==> config.mk <==
export PLATFORM = sky130hd
export DESIGN_NAME = nibble_mux
export DESIGN_NICKNAME = d
export VERILOG_FILES = /design/src/rtl/nibble_mux.sv
export SDC_FILE = /design/constraint.sdc
export NUM_CORES = 1
export LEC_CHECK = 0
export BUFFER_PORTS_ARGS = -buffer_cell sky130_fd_sc_hd__buf_2
export CAP_MARGIN = 30
export CORE_AREA = 2 2 39 41
export DETAILED_ROUTE_END_ITERATION = 6
export DIE_AREA = 0 0 41 43
export HOLD_SLACK_MARGIN = 0.05
export PLACE_DENSITY = 0.68
export SLEW_MARGIN = 20
export SYNTH_ARGS = -nofsm -noshare
export SYNTH_HDL_FRONTEND = slang
export SYNTH_SLANG_ARGS = --single-unit
export TNS_END_PERCENT = 50
==> constraint.sdc <==
create_clock -name clk -period 2.5 [get_ports clk]
set_input_delay 0.75 -clock clk [delete_from_list [all_inputs] [get_ports clk]]
set_output_delay 0.75 -clock clk [all_outputs]
set_load 0.005 [all_outputs]
==> src/rtl/nibble_mux.sv <==
// Registered 2:1 nibble multiplexer whose channel select toggles on each debounced button press.
// Optional periodic auto-scan of the select is enabled by defining NIBBLE_MUX_AUTOSCAN_EN.
module nibble_mux #(
    parameter int DEBOUNCE_CYCLES = 16,
    parameter int SCAN_DIV        = 1000
) (
    input  logic       clk,
    input  logic       rst,
    input  logic       pba,
    input  logic [7:0] din,
    output logic [3:0] dout,
    output logic       sel,
    output logic       chg
);

    localparam int CNT_W = (DEBOUNCE_CYCLES > 2) ? $clog2(DEBOUNCE_CYCLES) : 1;
    localparam logic [CNT_W-1:0] CNT_LAST = CNT_W'(DEBOUNCE_CYCLES - 1);
    localparam logic [CNT_W-1:0] CNT_ONE  = CNT_W'(1);
    localparam logic [CNT_W-1:0] CNT_ZERO = {CNT_W{1'b0}};

    // Parameter legality is checked at elaboration so a bad build never reaches silicon.
    if (DEBOUNCE_CYCLES < 2 || SCAN_DIV < 2) begin : g_bad_param
        $error("nibble_mux: DEBOUNCE_CYCLES and SCAN_DIV must both be >= 2");
    end

    function automatic logic [3:0] pick_nibble(input logic [7:0] bus, input logic which);
        logic [3:0] nib;
        case (which)
            1'b0:    nib = bus[3:0];
            1'b1:    nib = bus[7:4];
            default: nib = 4'h0;
        endcase
        return nib;
    endfunction

    logic             s1_r;
    logic             pba_s_r;
    logic             db_r;
    logic [CNT_W-1:0] cnt_r;
    logic             sel_r;
    logic             chg_r;
    logic [3:0]       dout_r;

    logic             db_s;
    logic [CNT_W-1:0] cnt_s;
    logic             accept_s;
    logic             press_s;
    logic             scan_tick_s;
    logic             toggle_s;
    logic             sel_s;
    logic             chg_s;
    logic [3:0]       dout_s;

    // Two-flop synchronizer bringing the raw button into the clock domain.
    always_ff @(posedge clk) begin
        if (rst) begin
            s1_r    <= 1'b0;
            pba_s_r <= 1'b0;
        end else begin
            s1_r    <= pba;
            pba_s_r <= s1_r;
        end
    end

    // Debounce next-state: any cycle matching the accepted level restarts the count.
    always_comb begin
        db_s     = db_r;
        cnt_s    = cnt_r;
        accept_s = 1'b0;
        if (pba_s_r == db_r) begin
            cnt_s = CNT_ZERO;
        end else if (cnt_r == CNT_LAST) begin
            db_s     = pba_s_r;
            cnt_s    = CNT_ZERO;
            accept_s = 1'b1;
        end else begin
            cnt_s = cnt_r + CNT_ONE;
        end
        press_s = accept_s & pba_s_r;
    end

    // Debounce state registers.
    always_ff @(posedge clk) begin
        if (rst) begin
            db_r  <= 1'b0;
            cnt_r <= CNT_ZERO;
        end else begin
            db_r  <= db_s;
            cnt_r <= cnt_s;
        end
    end

`ifdef NIBBLE_MUX_AUTOSCAN_EN
    localparam int SCN_W = (SCAN_DIV > 2) ? $clog2(SCAN_DIV) : 1;
    localparam logic [SCN_W-1:0] SCN_LAST = SCN_W'(SCAN_DIV - 1);
    localparam logic [SCN_W-1:0] SCN_ONE  = SCN_W'(1);
    localparam logic [SCN_W-1:0] SCN_ZERO = {SCN_W{1'b0}};

    logic [SCN_W-1:0] scn_r;
    logic [SCN_W-1:0] scn_s;

    // Scan counter next-state; a press realigns the scan period to itself.
    always_comb begin
        scn_s       = scn_r;
        scan_tick_s = (scn_r == SCN_LAST);
        if (press_s || scan_tick_s) begin
            scn_s = SCN_ZERO;
        end else begin
            scn_s = scn_r + SCN_ONE;
        end
    end

    // Scan counter register.
    always_ff @(posedge clk) begin
        if (rst) begin
            scn_r <= SCN_ZERO;
        end else begin
            scn_r <= scn_s;
        end
    end
`else
    assign scan_tick_s = 1'b0;
`endif

    // Select and data next-state; coincident press and scan tick merge into one toggle.
    always_comb begin
        sel_s    = sel_r;
        chg_s    = 1'b0;
        toggle_s = press_s | scan_tick_s;
        if (toggle_s) begin
            sel_s = ~sel_r;
            chg_s = 1'b1;
        end else begin
            sel_s = sel_r;
            chg_s = 1'b0;
        end
        dout_s = pick_nibble(din, sel_r);
    end

    // Output registers.
    always_ff @(posedge clk) begin
        if (rst) begin
            sel_r  <= 1'b0;
            chg_r  <= 1'b0;
            dout_r <= 4'h0;
        end else begin
            sel_r  <= sel_s;
            chg_r  <= chg_s;
            dout_r <= dout_s;
        end
    end

    assign sel  = sel_r;
    assign chg  = chg_r;
    assign dout = dout_r;

endmodule

==> impl_metrics.ini, run 1 <==
[status]
status = finished, final reports clean

[clocking]
cts_tree = yes
cts_buffer_depth = 2
post-cts-setup-buffers = 0
root_buffer = clkbuf_4
insertion_delay_ns = 0.27
cts-buffers-inserted = 3
holdBufCountCts = 0
cts.clk_slew.worst_paths_ns = 0.07
clkSinkCount = 13
htreeDepth = 1
cts-resized-gates = 0

[synth]
synthesis.area_um2 = 479.2
ys_warn_count = 0
postSynthAreaPerCell_um2 = 10.89
syn-num-nets = 56
ys_seq_elements = 13
netlist-cell-type-count = 15
yosysSeqAreaShare = 0.5431
syn_inst = 44

[min_path]
hold_class = flip-flop to flip-flop

[critical_path]
reg2reg_slack_ns = 1.12
cp_data_required_time_ns = 1.75
critPathCaptureType = output port
r2r_start = cnt_r[0]
cp_max_fo = 7
rr_worst_depth = 4
arrival_ns = 0.95
startpoint_type = flip-flop
cp_slowest_stage_delay_ns = 0.51
reg2reg_to = sel
crit_type = flip-flop to output port
crit_path_cell_trace = buf_2
cp_top_family = flip-flops
crit_buf_inv = 1
slowest_stage = dfxtp_1
cp.depth = 1
crit_end = sel
setup.worst_path.start = sel

[finish]
syn_to_final_growth_pct = 24.28
fillers = 140
mostFrequentLayoutCells = buf_2, dfxtp_1, nor2_1, mux2i_1
stdcell_area_um2 = 595.6
final_common_cell = buf_2
multi_input_area_um2 = 205.2
diodes = 0
register_area_um2 = 260.3
final_util = 0.4304
stdcell_count = 78
final_nets = 75
drive_above_1_share = 0.3710

[timing]
maxSlewViolCount = 0
worstMarginPinSlew_ns = 0.3155
skew_ns = 0.001690
post-route-min-period_ns = 1.702
fin_crit_sh = 0.6808
setup_viol = 0
fin_tns_setup_ns = 0
max_freq_mhz = 587.5
slew-limit-headroom = 0.7894
hold_viol_final = 0
rsz0062_at_grt = no

[pwr]
p_total_mw = 0.3560
pwr-share-seq = 0.601
p_sw_frac = 0.1979
peakVddDrop_mv = 0.3711
intPower_mw = 0.2856
comb_power_share = 0.056
leakage_nw = 0.2820
p_switching_mw = 0.07045
p_per_area_nw_per_um2 = 597.8
clkPwrFrac = 0.343

[placement]
placed_cells = 74
place.detailed.hpwl_um = 512.6
routabilityCongestion = 0.6319
postPlaceCellArea_um2 = 569.3
port_buffers = 16

[global_routing]
grt_pass1_vias = 302
grt.busiest_layer = met2
grtUsageMet3 = 0.04712
gr-total-overflow = 0
grt_usage = 0.1082
met2_usage = 0.1406
grt_max_degree = 13
antenna_found_initial = 0
use_met1 = 0.1250
grt_pass1_wl_um = 1214

[flow_run]
maxCapViolCount = 0

[floorplanning]
die-area_um2 = 1763
die_x_um = 41
start_util = 0.3463
rows = 14
die_y_um = 43
ios = 17
design.core.area_um2 = 1384

[routing]
dr.pass1.iters = 3
wl_per_cell_um = 9.077
vias_per_cell = 4.359
drc = 0
totalWireLength_um = 708
vias = 340
ant_nets = 0
drt_iter0_markers = 3
-- per-stage QoR --
step                      setup WS [ns]  hold slack (ns)
final                            0.7979           0.4451
after floorplan                   1.217           0.4138
after global placement            1.089           0.4302
after global routing             0.7430           0.4719
after CTS                        0.7774           0.4518
after detailed placement          1.080           0.4341
-- cell families (layout without fill, tap and decap cells) --
family                     count (synthesis)  count (layout)  share of synthesized area
and+or+nand+nor                           18              18                     0.2193
DFF                                       13              13                     0.5431
muxes                                      6               6                     0.1279
xor gates and xnor gates                   3               3                    0.05484
buffers and inverters                      3              21                    0.02871
adders and majority gates                  1               1                    0.02611
-- registers in the layout (all words and copies together), names as in the netlist --
signal / cells
dout: 4
s1_r: 1
pba_s_r: 1
sel: 1
chg: 1
cnt_r: 4
db_r: 1
-- worst register-to-register path, stage by stage, from the launching register on --
cell and delay (ns):
dfxtp_1 0.36, ha_1 0.21, nand3_2 0.12, nor3b_2 0.24
mux2_2 0.35
-- synthesized netlist by cell type --
master    count  area share
nor2_1        9       0.070
mux2i_1       5        0.10
nor2b_2       1       0.018
inv_1         1      0.0078
nand3_2       1       0.021
xor2_1        3       0.055
ha_1          1       0.026
nor2b_1       3       0.039
nor3b_2       1       0.026
and3b_1       1       0.018
mux2_2        1       0.023
buf_2         2       0.021
dfxtp_1      13        0.54
nand3b_1      1       0.016
nand3_1       1       0.010
-- how the worst min path moves through the flow --
stage	start	endpoint	slack (ns)	cells past startpoint
after floorplan	s1_r	pba_s_r	0.41	1
after global placement	s1_r	pba_s_r	0.43	1
after detailed placement	s1_r	pba_s_r	0.43	1
after CTS	s1_r	pba_s_r	0.45	1
after global routing	s1_r	pba_s_r	0.47	1
final	s1_r	pba_s_r	0.45	1
-- power by group through the flow --
stage,clock [mW],sequential (mW),combinational [mW]
final,0.122,0.214,0.0201
after global routing,0.141,0.214,0.0229
after CTS,0.130,0.214,0.0203
after detailed placement,0,0.219,0.0203
after global placement,0,0.219,0.0200
after floorplan,0,0.219,0.00839
-- area by class of cell --
type | instances | share of cell area
clock buffer | 4 | 0.04412
inverter | 1 | 0.006303
multi-input combinational | 28 | 0.3445
tap | 16 | 0.03361
timing repair buffer | 16 | 0.1345
sequential | 13 | 0.4370
-- metal layers --
layer  wire [um]  up-vias
met5           0        -
met4          18        0
met3          48        4
met2         305       12
met1         334      145
li1            -      179
Power figures use the tool's default switching activity.
==> run 2, diff against run 1 <==
--- a/config.mk
+++ b/config.mk
@@ -5,13 +5,14 @@
 export SDC_FILE = /design/constraint.sdc
 export NUM_CORES = 1
 export LEC_CHECK = 0
+export ABC_AREA = 1
 export BUFFER_PORTS_ARGS = -buffer_cell sky130_fd_sc_hd__buf_2
 export CAP_MARGIN = 30
 export CORE_AREA = 2 2 39 41
 export DETAILED_ROUTE_END_ITERATION = 6
 export DIE_AREA = 0 0 41 43
 export HOLD_SLACK_MARGIN = 0.05
-export PLACE_DENSITY = 0.68
+export PLACE_DENSITY = 0.71
 export SLEW_MARGIN = 20
 export SYNTH_ARGS = -nofsm -noshare
 export SYNTH_HDL_FRONTEND = slang
==> constraint.sdc (replaced) <==
create_clock -name clk -period 1.5 [get_ports clk]
set_input_delay 0.45 -clock clk [delete_from_list [all_inputs] [get_ports clk]]
set_output_delay 0.45 -clock clk [all_outputs]
set_load 0.005 [all_outputs]
==> run 2 against run 1 <==
Synthesized area grew 1.8%. Routed wire length grew 13%. Cell area grew 3.2%. Clock power grew 78%. Global-route usage shrank 0.20 points. First-iteration DRC count grew to 2.7 times the previous value. Synthesized cell count grew 39%. Cell count grew 24%. Critical path depth is the same. Flip-flop and latch count is the same. Total power grew 70%. Critical path type unchanged. Critical endpoint unchanged. Largest cell class unchanged. Highest routed layer unchanged.
==> impl_metrics.ini, run 2 <==
[synth]
netlist-cell-type-count = 15
yosysMostFrequentCell = nor2_1
ys_warn_count = 0
yosys.area.top_type_share = 0.5333
synth_largest_area_cell = dfxtp_1
synthFlopType = dfxtp_1
ys_async_sr_fraction = 0
syn-num-nets = 73
synthesis.area_um2 = 488.0
syn_inst = 61
ys_seq_elements = 13
synthTopCellsByArea = dfxtp_1, nor2_1, inv_1, nand2_1, o21ai_0
postSynthAreaPerCell_um2 = 7.999
yosysSeqAreaShare = 0.5333
synth_edf_count = 0
synth_top_cells_by_count = nor2_1, dfxtp_1, inv_1

[global_routing]
grt_pass1_wl_um = 1207
grt_usage = 0.1062
grt_pass1_vias = 309
grt_max_degree = 9
gr-total-overflow = 0
antenna_found_initial = 0

[critical_path]
cp_top_family = flip-flops
startpoint_type = flip-flop
slowest_stage = dfxtp_1
crit_type = flip-flop to output port
crit_buf_inv = 1
arrival_ns = 0.85
crit_path_cell_trace = buf_2
cp_slowest_stage_delay_ns = 0.43
critPathCaptureType = output port
cp_max_fo = 8
cp_data_required_time_ns = 1.05

[finish]
diodes = 0
stdcell_count = 97
mostFrequentLayoutCells = nor2_1, buf_2, dfxtp_1, inv_1, nand2_1
syn_to_final_growth_pct = 25.90
final_nets = 94
drive_above_1_share = 0.2840
final_common_cell = nor2_1

[clocking]
cts-buffers-inserted = 3
htreeDepth = 1
holdBufCountCts = 0
cts_buffer_depth = 2
cts.clk_slew.worst_paths_ns = 0.08
post-cts-setup-buffers = 0
cts_tree = yes
root_buffer = clkbuf_4
cts-resized-gates = 0
clkSinkCount = 13
insertion_delay_ns = 0.28

[floorplanning]
die_y_um = 43
rows = 14
start_util = 0.3526
design.core.area_um2 = 1384
ios = 17
die_x_um = 41
die-area_um2 = 1763

[placement]
routabilityCongestion = 0.7668
port_buffers = 16
placed_cells = 93

[timing]
fin_tns_setup_ns = 0
slew-limit-headroom = 0.8467
maxSlewViolCount = 0
hold_viol_final = 0
max_freq_mhz = 768.7
skew_ns = 0.001771
post-route-min-period_ns = 1.301
setup_viol = 0
fin_crit_sh = 0.8673
rsz0062_at_grt = no
worstMarginPinSlew_ns = 0.2297

[min_path]
hold_class = primary input to flip-flop

[pwr]
peakVddDrop_mv = 0.5390
leakage_nw = 0.2985
p_per_area_nw_per_um2 = 987.9
p_total_mw = 0.6069

[routing]
totalWireLength_um = 801
drc = 0
dr.pass1.iters = 4
wl_per_cell_um = 8.258
vias = 415
drt_iter0_markers = 8
ant_nets = 0
vias_per_cell = 4.278

[status]
status = finished, final reports clean

[flow_run]
maxCapViolCount = 0
[run 2: changes by cell type after synthesis, sizes merged, moves of 2 or more]
cell / delta
nand3: +2
inv: +7
nor2: +9
xor2: -3
buf: -2
o21ai: +4
mux2i: -5
nor2b: -4
nand2: +8
[run 2: cell families after synthesis]
kind of cell	Yosys count	share of synthesized area
compound gates	5	0.05127
xor+xnor	1	0.01795
fa+ha+maj	1	0.02564
buf+inv	8	0.06154
flops	13	0.5333
simple gates	33	0.3103
[run 2: stage by stage]
step	utilization	setup slack [ns]	hold slack, ns	area (um2)
2_1_floorplan	-	0.5081	0.3883	488.0
3_3_place_gp	0.4250	0.4279	0.3957	588.1
3_5_place_dp	0.4250	0.4042	0.3989	588.1
4_1_cts	0.4439	0.1805	0.3718	614.3
5_1_grt	0.4439	0.1113	0.3776	614.3
6_report	0.4439	0.1991	0.3741	614.3
[run 2: worst min-delay path: cells and delay by family]
kind,cells,cell delay [ns]
buffers and inverters,2,0.13
AND/OR/NAND/NOR,1,0.03
[run 2: per-layer routing]
metal / wire (um) / part of all wire / GRT usage
met5: 0 / 0 / 0
met4: 26 / 0.032 / 0.08000
met3: 106 / 0.13 / 0.04712
met2: 268 / 0.33 / 0.1344
met1: 400 / 0.50 / 0.1349
[run 2: report_power, final]
group | switching [mW] | internal, mW | total (mW) | leakage [nW]
Combinational | 0.0157 | 0.0174 | 0.0331 | 0.177
Clock | 0.114 | 0.103 | 0.217 | 0.0150
Sequential | 0.00296 | 0.354 | 0.357 | 0.106
[run 2: final timing paths]
kind                               start       end  slack, ns  depth (start not counted)
worst max-delay path                 sel       sel       0.20                          1
worst min-delay path                 pba      s1_r       0.37                          3
worst max register to register  cnt_r[0]  cnt_r[3]       0.40                          4
worst min register to register      s1_r   pba_s_r       0.41                          2
[run 2: cell type report]
class                           instances  area, um2
Fill cell                             137      769.5
Timing Repair Buffer                   16      80.08
Tap cell                               16      20.02
Inverter                                8      30.03
Clock buffer                            4      26.28
Sequential cell                        13      260.3
Multi-Input combinational cell         40      197.7
==> run 3, diff against run 2 <==
--- a/config.mk
+++ b/config.mk
@@ -5,14 +5,14 @@
 export SDC_FILE = /design/constraint.sdc
 export NUM_CORES = 1
 export LEC_CHECK = 0
-export ABC_AREA = 1
 export BUFFER_PORTS_ARGS = -buffer_cell sky130_fd_sc_hd__buf_2
 export CAP_MARGIN = 30
 export CORE_AREA = 2 2 39 41
 export DETAILED_ROUTE_END_ITERATION = 6
 export DIE_AREA = 0 0 41 43
 export HOLD_SLACK_MARGIN = 0.05
-export PLACE_DENSITY = 0.71
+export PLACE_DENSITY = 0.7
+export SKIP_LAST_GASP = 1
 export SLEW_MARGIN = 20
 export SYNTH_ARGS = -nofsm -noshare
 export SYNTH_HDL_FRONTEND = slang
==> run 3 against run 2 <==
Register-to-register slack worse by 0.25 ns. Critical path depth unchanged. Total power fell by 1.8%.
==> impl_metrics.ini, run 3 (synthesis gave the netlist of run 1 again) <==
[status]
status = finished, final reports clean

[pwr]
clkPwrFrac = 0.345
leakage_nw = 0.2820
p_per_area_nw_per_um2 = 1001
intPower_mw = 0.4760
pwr-share-seq = 0.599
peakVddDrop_mv = 0.4439
comb_power_share = 0.057
p_sw_frac = 0.2016
p_switching_mw = 0.1202

[routing]
dr.pass1.iters = 1
ant_nets = 0
drt_iter0_markers = 0
totalWireLength_um = 734
wl_per_cell_um = 9.410
vias_per_cell = 4.410
vias = 344
drc = 0

[timing]
fin_crit_sh = 0.9200
slew-limit-headroom = 0.8061
finalHoldWorstSlack_ns = 0.3846
fin_tns_setup_ns = 0
setup_viol = 0
hold_viol_final = 0
skew_ns = 0.002981
post-route-min-period_ns = 1.380
worstMarginPinSlew_ns = 0.2904
maxSlewViolCount = 0
max_freq_mhz = 724.7
rsz0062_at_grt = no

[clocking]
post-cts-setup-buffers = 0
cts_tree = yes
cts.clk_slew.worst_paths_ns = 0.07
htreeDepth = 1
cts_buffer_depth = 2
clkSinkCount = 13
cts-resized-gates = 0
insertion_delay_ns = 0.27
holdBufCountCts = 0
root_buffer = clkbuf_4
cts-buffers-inserted = 3

[critical_path]
crit_path_cell_trace = buf_2
arrival_ns = 0.93
critPathCaptureType = output port
cp_top_family = flip-flops
crit_type = flip-flop to output port
cp_slowest_stage_delay_ns = 0.49
cp_max_fo = 7
cp_data_required_time_ns = 1.05
crit_buf_inv = 1
startpoint_type = flip-flop
slowest_stage = dfxtp_1

[global_routing]
grt_pass1_wl_um = 1166
gr-total-overflow = 0
grt_max_degree = 13
grt_usage = 0.1031
grt.busiest_layer = met2
grtUsageMet3 = 0.01571
use_met1 = 0.1086
antenna_found_initial = 0
met2_usage = 0.1500
grt_pass1_vias = 324

[finish]
fillers = 142
drive_above_1_share = 0.3710
syn_to_final_growth_pct = 24.28
mostFrequentLayoutCells = buf_2, dfxtp_1, nor2_1, mux2i_1
final_nets = 75
stdcell_count = 78
stdcell_area_um2 = 595.6
final_common_cell = buf_2
diodes = 0

[floorplanning]
die-area_um2 = 1763
ios = 17
die_x_um = 41
design.core.area_um2 = 1384
rows = 14
start_util = 0.3463
die_y_um = 43

[placement]
placed_cells = 74
routabilityCongestion = 0.6564
port_buffers = 16
place.detailed.hpwl_um = 582.9
postPlaceCellArea_um2 = 569.3

[min_path]
hold_class = primary input to flip-flop

[flow_run]
maxCapViolCount = 0
[run 3: cell count changes in the layout (fill, tap and decap cells not counted), moves of 2 or more]
cell	change
o21ai_0	-4
mux2i_1	+5
xor2_1	+3
inv_1	-7
nor2_1	-8
nor2b_1	+3
nand3_1	-2
nand2_1	-7
[run 3: final timing paths]
path | from | to | cells after the start | slack, ns
worst max register to register | cnt_r[0] | sel | 4 | 0.15
worst min-delay path | pba | s1_r | 2 | 0.38
worst min register to register | cnt_r[0] | cnt_r[0] | 1 | 0.45
worst max-delay path | sel | sel | 1 | 0.12
[run 3: power groups by stage]
| stage | clock (mW) | sequential, mW | combinational (mW) |
|---|---|---|---|
| 3_3_place_gp | 0 | 0.365 | 0.0334 |
| 6_report | 0.206 | 0.357 | 0.0338 |
| 4_1_cts | 0.219 | 0.357 | 0.0346 |
| 3_5_place_dp | 0 | 0.365 | 0.0347 |
| 2_1_floorplan | 0 | 0.366 | 0.0140 |
| 5_1_grt | 0.236 | 0.359 | 0.0376 |
[run 3: cell type report]
class,count,area [um2],share of cell area
Inverter,1,3.754,0.006303
Timing Repair Buffer,16,80.08,0.1345
Multi-Input combinational cell,28,205.2,0.3445
Tap cell,16,20.02,0.03361
Sequential cell,13,260.3,0.4370
Clock buffer,4,26.28,0.04412
[run 3: stage by stage]
stage               utilization  setup WS, ns  power (mW)
CTS                      0.4304       0.09122      0.6108
global route             0.4304       0.05180      0.6320
detailed placement       0.4114        0.1583      0.3998
global placement         0.4114        0.1830      0.3985
finish                   0.4304        0.1200      0.5963
floorplan                     -        0.2170      0.3795
[run 3: routing by layer]
| layer | wire (um) | vias to the layer above |
|---|---|---|
| met4 | 14 | 0 |
| met1 | 307 | 150 |
| met3 | 61 | 2 |
| met5 | 0 | - |
| met2 | 350 | 14 |
| li1 | - | 178 |
